--- src/rtl/vsm_pkg.sv ---
// Shared opcode constants, FSM state type, phase encoding and opcode class for the control sequencer.
// Latency: n/a (declarations only).
// Backpressure: n/a. The jump classes exist only when VSM_SEQ_JUMP_EN is defined.
package vsm_pkg;

    localparam logic [3:0] OPC_NOP  = 4'd0;
    localparam logic [3:0] OPC_ADD  = 4'd1;
    localparam logic [3:0] OPC_SUB  = 4'd2;
    localparam logic [3:0] OPC_OUT  = 4'd3;
    localparam logic [3:0] OPC_IN   = 4'd4;
    localparam logic [3:0] OPC_LOAD = 4'd5;
    localparam logic [3:0] OPC_JMP  = 4'd6;
    localparam logic [3:0] OPC_JZ   = 4'd7;

    localparam logic [1:0] PH_FETCH  = 2'd0;
    localparam logic [1:0] PH_DECODE = 2'd1;
    localparam logic [1:0] PH_EXEC1  = 2'd2;
    localparam logic [1:0] PH_EXEC2  = 2'd3;

    typedef enum logic [2:0] {
        ST_IDLE,
        ST_FETCH,
        ST_DECODE,
        ST_EXEC1,
        ST_EXEC2,
        ST_WAIT_IN,
        ST_WAIT_OUT,
        ST_HALT
    } state_t;

    // One-hot opcode class; exactly one field is set for any opcode value.
    typedef struct packed {
        logic nop;
        logic add;
        logic sub;
        logic out;
        logic inp;
        logic load;
`ifdef VSM_SEQ_JUMP_EN
        logic jmp;
        logic jz;
`endif
        logic hlt;
        logic ill;
    } opc_class_t;

endpackage

--- src/rtl/vsm_opcode_decode.sv ---
// Combinational opcode-register to one-hot class decoder (VSM_SEQ_JUMP_EN enables JMP/JZ classes).
// Latency: 0 cycles, pure combinational.
// Backpressure: none.
module vsm_opcode_decode
    import vsm_pkg::*;
#(
    parameter int OPC_W = 4
) (
    input  logic [OPC_W-1:0] opc,
    output opc_class_t       cls
);

    logic       upper_zero;
    logic [3:0] low;

    always_comb begin
        cls        = '0;
        upper_zero = ((opc >> 4) == '0);
        low        = opc[3:0];
        // HLT is all ones at any width, so it is checked before the upper-bit rule.
        if (&opc) begin
            cls.hlt = 1'b1;
        end else if (!upper_zero) begin
            cls.ill = 1'b1;
        end else begin
            case (low)
                OPC_NOP:  cls.nop  = 1'b1;
                OPC_ADD:  cls.add  = 1'b1;
                OPC_SUB:  cls.sub  = 1'b1;
                OPC_OUT:  cls.out  = 1'b1;
                OPC_IN:   cls.inp  = 1'b1;
                OPC_LOAD: cls.load = 1'b1;
`ifdef VSM_SEQ_JUMP_EN
                OPC_JMP:  cls.jmp  = 1'b1;
                OPC_JZ:   cls.jz   = 1'b1;
`endif
                default:  cls.ill  = 1'b1;
            endcase
        end
    end

endmodule

--- src/rtl/vsm_control_sequencer.sv ---
// Microcoded control sequencer: FETCH/DECODE/EXEC FSM driving datapath strobes; VSM_SEQ_JUMP_EN adds JMP/JZ.
// Latency: 3 cycles per instruction, 4 for ADD/SUB, plus wait cycles for IN/OUT handshakes.
// Backpressure: stalls in WAIT_IN/WAIT_OUT until handshake or STALL_MAX cycles, then Timeout.
module vsm_control_sequencer
    import vsm_pkg::*;
#(
    parameter int OPC_W     = 4,
    parameter int STALL_MAX = 15
) (
    input  logic             Clock,
    input  logic             ResetN,
    input  logic             Run,
    input  logic [OPC_W-1:0] InstrIn,
    input  logic             AccZero,
    input  logic             InValid,
    output logic             InAck,
    output logic             OutValid,
    input  logic             OutReady,
    output logic [1:0]       Phase,
    output logic             ReadMem,
    output logic             LoadInst,
    output logic             ProgCount,
    output logic             EnableInstr,
    output logic             LoadA,
    output logic             EnableA,
    output logic             LoadB,
    output logic             EnableAlu,
    output logic             AddSub,
    output logic             EnableIn,
    output logic             LoadOut,
    output logic             LoadPc,
    output logic             Halted,
    output logic             IllegalOp,
    output logic             Timeout
);

    // The counter only needs to reach STALL_MAX-1.
    localparam int CNT_W = (STALL_MAX > 1) ? $clog2(STALL_MAX) : 1;
    localparam logic [CNT_W-1:0] STALL_LAST = CNT_W'((STALL_MAX > 0) ? STALL_MAX - 1 : 0);

    state_t           state_q, state_d;
    logic [OPC_W-1:0] opc_q;
    logic [CNT_W-1:0] cnt_q, cnt_d;
    logic             tmo_q, tmo_d;
    opc_class_t       cls;
`ifdef VSM_SEQ_JUMP_EN
    logic             az_q;
`endif

    vsm_opcode_decode #(
        .OPC_W (OPC_W)
    ) u_decode (
        .opc (opc_q),
        .cls (cls)
    );

    always_ff @(posedge Clock or negedge ResetN) begin
        if (!ResetN) begin
            state_q <= ST_IDLE;
            opc_q   <= '0;
            cnt_q   <= '0;
            tmo_q   <= 1'b0;
`ifdef VSM_SEQ_JUMP_EN
            az_q    <= 1'b0;
`endif
        end else begin
            state_q <= state_d;
            cnt_q   <= cnt_d;
            tmo_q   <= tmo_d;
            if (state_q == ST_FETCH) begin
                opc_q <= InstrIn;
            end
`ifdef VSM_SEQ_JUMP_EN
            // The accumulator is stable through DECODE, so JZ can use a registered flag.
            if (state_q == ST_DECODE) begin
                az_q <= AccZero;
            end
`endif
        end
    end

    assign Timeout = tmo_q;

    always_comb begin
        state_d     = state_q;
        cnt_d       = '0;
        tmo_d       = 1'b0;
        Phase       = PH_FETCH;
        ReadMem     = 1'b0;
        LoadInst    = 1'b0;
        ProgCount   = 1'b0;
        EnableInstr = 1'b0;
        LoadA       = 1'b0;
        EnableA     = 1'b0;
        LoadB       = 1'b0;
        EnableAlu   = 1'b0;
        AddSub      = 1'b0;
        EnableIn    = 1'b0;
        LoadOut     = 1'b0;
        LoadPc      = 1'b0;
        InAck       = 1'b0;
        OutValid    = 1'b0;
        Halted      = 1'b0;
        IllegalOp   = 1'b0;

        case (state_q)
            ST_IDLE: begin
                if (Run) state_d = ST_FETCH;
            end
            ST_FETCH: begin
                ReadMem  = 1'b1;
                LoadInst = 1'b1;
                state_d  = ST_DECODE;
            end
            ST_DECODE: begin
                Phase     = PH_DECODE;
                ProgCount = 1'b1;
                state_d   = ST_EXEC1;
            end
            ST_EXEC1: begin
                Phase   = PH_EXEC1;
                state_d = ST_FETCH;
                unique case (1'b1)
                    cls.nop: ;
                    cls.load: begin
                        EnableInstr = 1'b1;
                        LoadA       = 1'b1;
                    end
                    cls.add: begin
                        EnableInstr = 1'b1;
                        LoadB       = 1'b1;
                        state_d     = ST_EXEC2;
                    end
                    cls.sub: begin
                        EnableInstr = 1'b1;
                        LoadB       = 1'b1;
                        AddSub      = 1'b1;
                        state_d     = ST_EXEC2;
                    end
                    cls.out: begin
                        EnableA = 1'b1;
                        LoadOut = 1'b1;
                        state_d = ST_WAIT_OUT;
                    end
                    cls.inp: begin
                        // EnableIn is a pure state/opcode decode; only the capture follows InValid.
                        EnableIn = 1'b1;
                        LoadA    = InValid;
                        InAck    = InValid;
                        if (!InValid) state_d = ST_WAIT_IN;
                    end
`ifdef VSM_SEQ_JUMP_EN
                    cls.jmp: begin
                        EnableInstr = 1'b1;
                        LoadPc      = 1'b1;
                    end
                    cls.jz: begin
                        EnableInstr = az_q;
                        LoadPc      = az_q;
                    end
`endif
                    cls.hlt: state_d = ST_HALT;
                    cls.ill: IllegalOp = 1'b1;
                    default: ;
                endcase
            end
            ST_EXEC2: begin
                Phase     = PH_EXEC2;
                EnableAlu = 1'b1;
                LoadA     = 1'b1;
                AddSub    = cls.sub;
                state_d   = ST_FETCH;
            end
            ST_WAIT_IN, ST_WAIT_OUT: begin
                Phase = PH_EXEC2;
                if (state_q == ST_WAIT_IN) begin
                    EnableIn = 1'b1;
                    LoadA    = InValid;
                    InAck    = InValid;
                end else begin
                    OutValid = 1'b1;
                end
                if ((state_q == ST_WAIT_IN) ? InValid : OutReady) begin
                    state_d = ST_FETCH;
                end else if (STALL_MAX == 0) begin
                    cnt_d = '0;
                end else if (cnt_q == STALL_LAST) begin
                    // Transfer abandoned; Timeout shows during the following FETCH.
                    state_d = ST_FETCH;
                    tmo_d   = 1'b1;
                end else begin
                    cnt_d = cnt_q + 1'b1;
                end
            end
            ST_HALT: begin
                Halted = 1'b1;
                if (Run) state_d = ST_FETCH;
            end
            default: state_d = ST_IDLE;
        endcase
    end

endmodule

--- config.mk ---
export PLATFORM = sky130hd
export DESIGN_NAME = vsm_control_sequencer
export DESIGN_NICKNAME = d
export VERILOG_FILES = /design/src/rtl/vsm_pkg.sv /design/src/rtl/vsm_opcode_decode.sv /design/src/rtl/vsm_control_sequencer.sv
export SDC_FILE = /design/constraint.sdc
export NUM_CORES = 1
export LEC_CHECK = 0
export CORE_UTILIZATION = 44
export CTS_CLUSTER_DIAMETER = 60
export DETAILED_ROUTE_END_ITERATION = 8
export PLACE_DENSITY = 0.76
export SETUP_SLACK_MARGIN = 0.4
export SLEW_MARGIN = 5
export SYNTH_ARGS = -nofsm -noshare
export SYNTH_HDL_FRONTEND = slang
export SYNTH_HIERARCHICAL = 1
export SYNTH_SLANG_ARGS = --single-unit
--- constraint.sdc ---
create_clock -name Clock -period 2.2 [get_ports Clock]
set_input_delay 0.22 -clock Clock [delete_from_list [all_inputs] [get_ports Clock]]
set_output_delay 0.22 -clock Clock [all_outputs]
set_load 0.05 [all_outputs]
==> reports/summary.md <==
- run status: complete, no violations
- clk buf depth: 2
- data arrival time of the worst path: 1660 ps
- horizontal die dimension: 45.7 um
- largest stage delay on the critical path: 470 ps
- cell area after synthesis: 838 sq um
- max-cap violations: 0
- FF-to-FF End: state_q[2]
- final hold slack: 290 ps
- critical path class: flop to output pin
- count of input and output buffers: 26
- count of TritonRoute iterations in the first routing pass: 4
- worst hold path class: input port to async pin
- clk sink count: 12
- number of standard cells after synthesis: 86
- number of DRC violations after detailed-routing iteration 0: 14
- sequence of cells on the critical path: nand2b_4 > nor3_4 > nand3b_1 > a21boi_4 > a221o_2 > buf_12
- power density over the cells: 1380 nW/um^2
- average vias per placed instance: 5.08
- static leakage: 0.556 nW
- routability congestion estimate: 0.781
- total placed instance area: 1160 sq um
- later-pin clock latency in the skew report: 260 ps
- detailed-route via count: 722
- minimum clock period: 1880 ps
- Die H: 45.7 um
- final setup violating endpoints: 0
- wirelength, routed: 1.70 mm
- maximum ir drop on the vdd rail: 0.912 mV
- CTS tree: done
- largest net degree at the start of global routing: 13
- max-slew headroom at the worst pin: 0.663
- IO Pins: 29
- H-tree depth reported by CTS: 1
- crit end category: output pin
- FMAX: 531 MHz
- number of cells traversed by the worst register-to-register path: 5
- count of endpoints failing hold in the final timing report: 0
- diode insertion count for antenna repair: 0
- transition time at the pin with the least slew margin: 504 ps
- buffer type at the clock tree root: clkbuf_4
- area of the die: 2080 sq um
- sum of net half-perimeters after detailed placement: 1.34 mm
- Setup Skew: 7.00 ps
- Overflow after GRT: 0
- global-route usage over all layers: 0.200
- routed wire length per instance: 12.0 um
- final-report max-slew violation count: 0
- Clock Pin Slew Worst Setup and Hold Paths: 70 ps
- setup tns final: 0 ps
- Worst Path Max Fanout: 7
- startpoint of the most critical register-to-register path: opc_q[3]
- Filler Cells Inserted: 154
- area of all placed cells without fillers: 1240 sq um
- via count of the first global-routing pass: 663
- wire length of the first global-routing pass: 2.88 mm
- Crit path required time: 1980 ps
- drt drc: 0
- ratio of final minimum period to clock period: 0.856
- most common library cell in the layout ignoring fill and taps: buf_4
- Layout Nets: 131
- number of buffers added to fix hold violations after cts: 0
- master of the slowest instance on the critical path: dfrtp_2
- fraction of layout instances using a drive strength above 1: 0.393
- initial antenna violation count: 0
- Yosys Warn Count: 6
- number of routed nets with antenna violations: 0
- crit start category: flop
- net count after synthesis: 98
- setup slack on the worst flop-to-flop path: 560 ps
- std cell rows: 15
- top library cells by usage in the layout, fill and taps aside: buf_4, nor2_1, clkdlybuf4s50_1, dfrtp_1, buf_12
- RSZ-0062 raised after global routing: true
- core region area: 1760 sq um
- initial core utilization: 0.475
- Post-Syn Area per Cell: 9.75 sq um
- Synth-to-Final Area Change: 47.9%
- CTS buffer count: 3
## state kept, by name, summed over array words and instances (netlist names)
register / cells
state_q: 3
opc_q: 4
cnt_q: 4
Timeout: 1
## stage by stage
stage / worst slack, ps / std cells / total power [mW] / utilization
after floorplan: 315 / 86 / 1.23 / -
after global placement: 479 / 134 / 1.48 / 0.659
after detailed placement: 432 / 134 / 1.51 / 0.659
after CTS: 320 / 141 / 1.71 / 0.697
after global routing: 223 / 142 / 1.83 / 0.703
final: 317 / 142 / 1.72 / 0.703
## area by class of cell
type                    count  area [sq um]  area share
clock buffers               3          22.5      0.0182
flip-flops and latches     12           305       0.246
inverters                   2          7.51     0.00605
well taps                  25          31.3      0.0252
multi-input cells          65           510       0.412
repair buffers             35           363       0.293
## worst max path at each step
stage	endpoint	slack, ps	start
after floorplan	LoadA	310	opc_q[3]
after global placement	LoadA	480	opc_q[3]
after detailed placement	LoadA	430	opc_q[3]
after CTS	LoadA	320	opc_q[3]
after global routing	LoadA	220	opc_q[3]
final	LoadA	320	opc_q[2]
## power by group
group          total (mW)  internal (mW)  switching (mW)  leakage, nW
clock               0.124         0.0631          0.0612       0.0138
combinational        1.20          0.533           0.662        0.393
sequential          0.397          0.294           0.103        0.149
## routing by layer
metal  vias to the layer above  routed length [um]  share of wire  global-route usage
li1                        361                   -              -                   -
met3                         0                  71          0.042              0.0714
met5                         -                   0              0                   0
met1                       341                 743           0.44               0.257
met2                        20                 889           0.52               0.323
met4                         0                   0              0              0.0364
## worst max-delay path: cells and delay by family (launching register included)
family | cells | cell delay, ps
compound gates | 2 | 500
flops | 1 | 470
simple gates | 3 | 290
buf+inv | 1 | 160
## timing repair
| action | in CTS | in global routing |
|---|---|---|
| cloned | 0 | 0 |
| pin swaps | 4 | 3 |
| setup buffers | 4 | 1 |
| setup endpoints to repair | 9 | 8 |
| gates resized for setup | 7 | 2 |
Note: power is estimated with default switching activity, not from simulation.
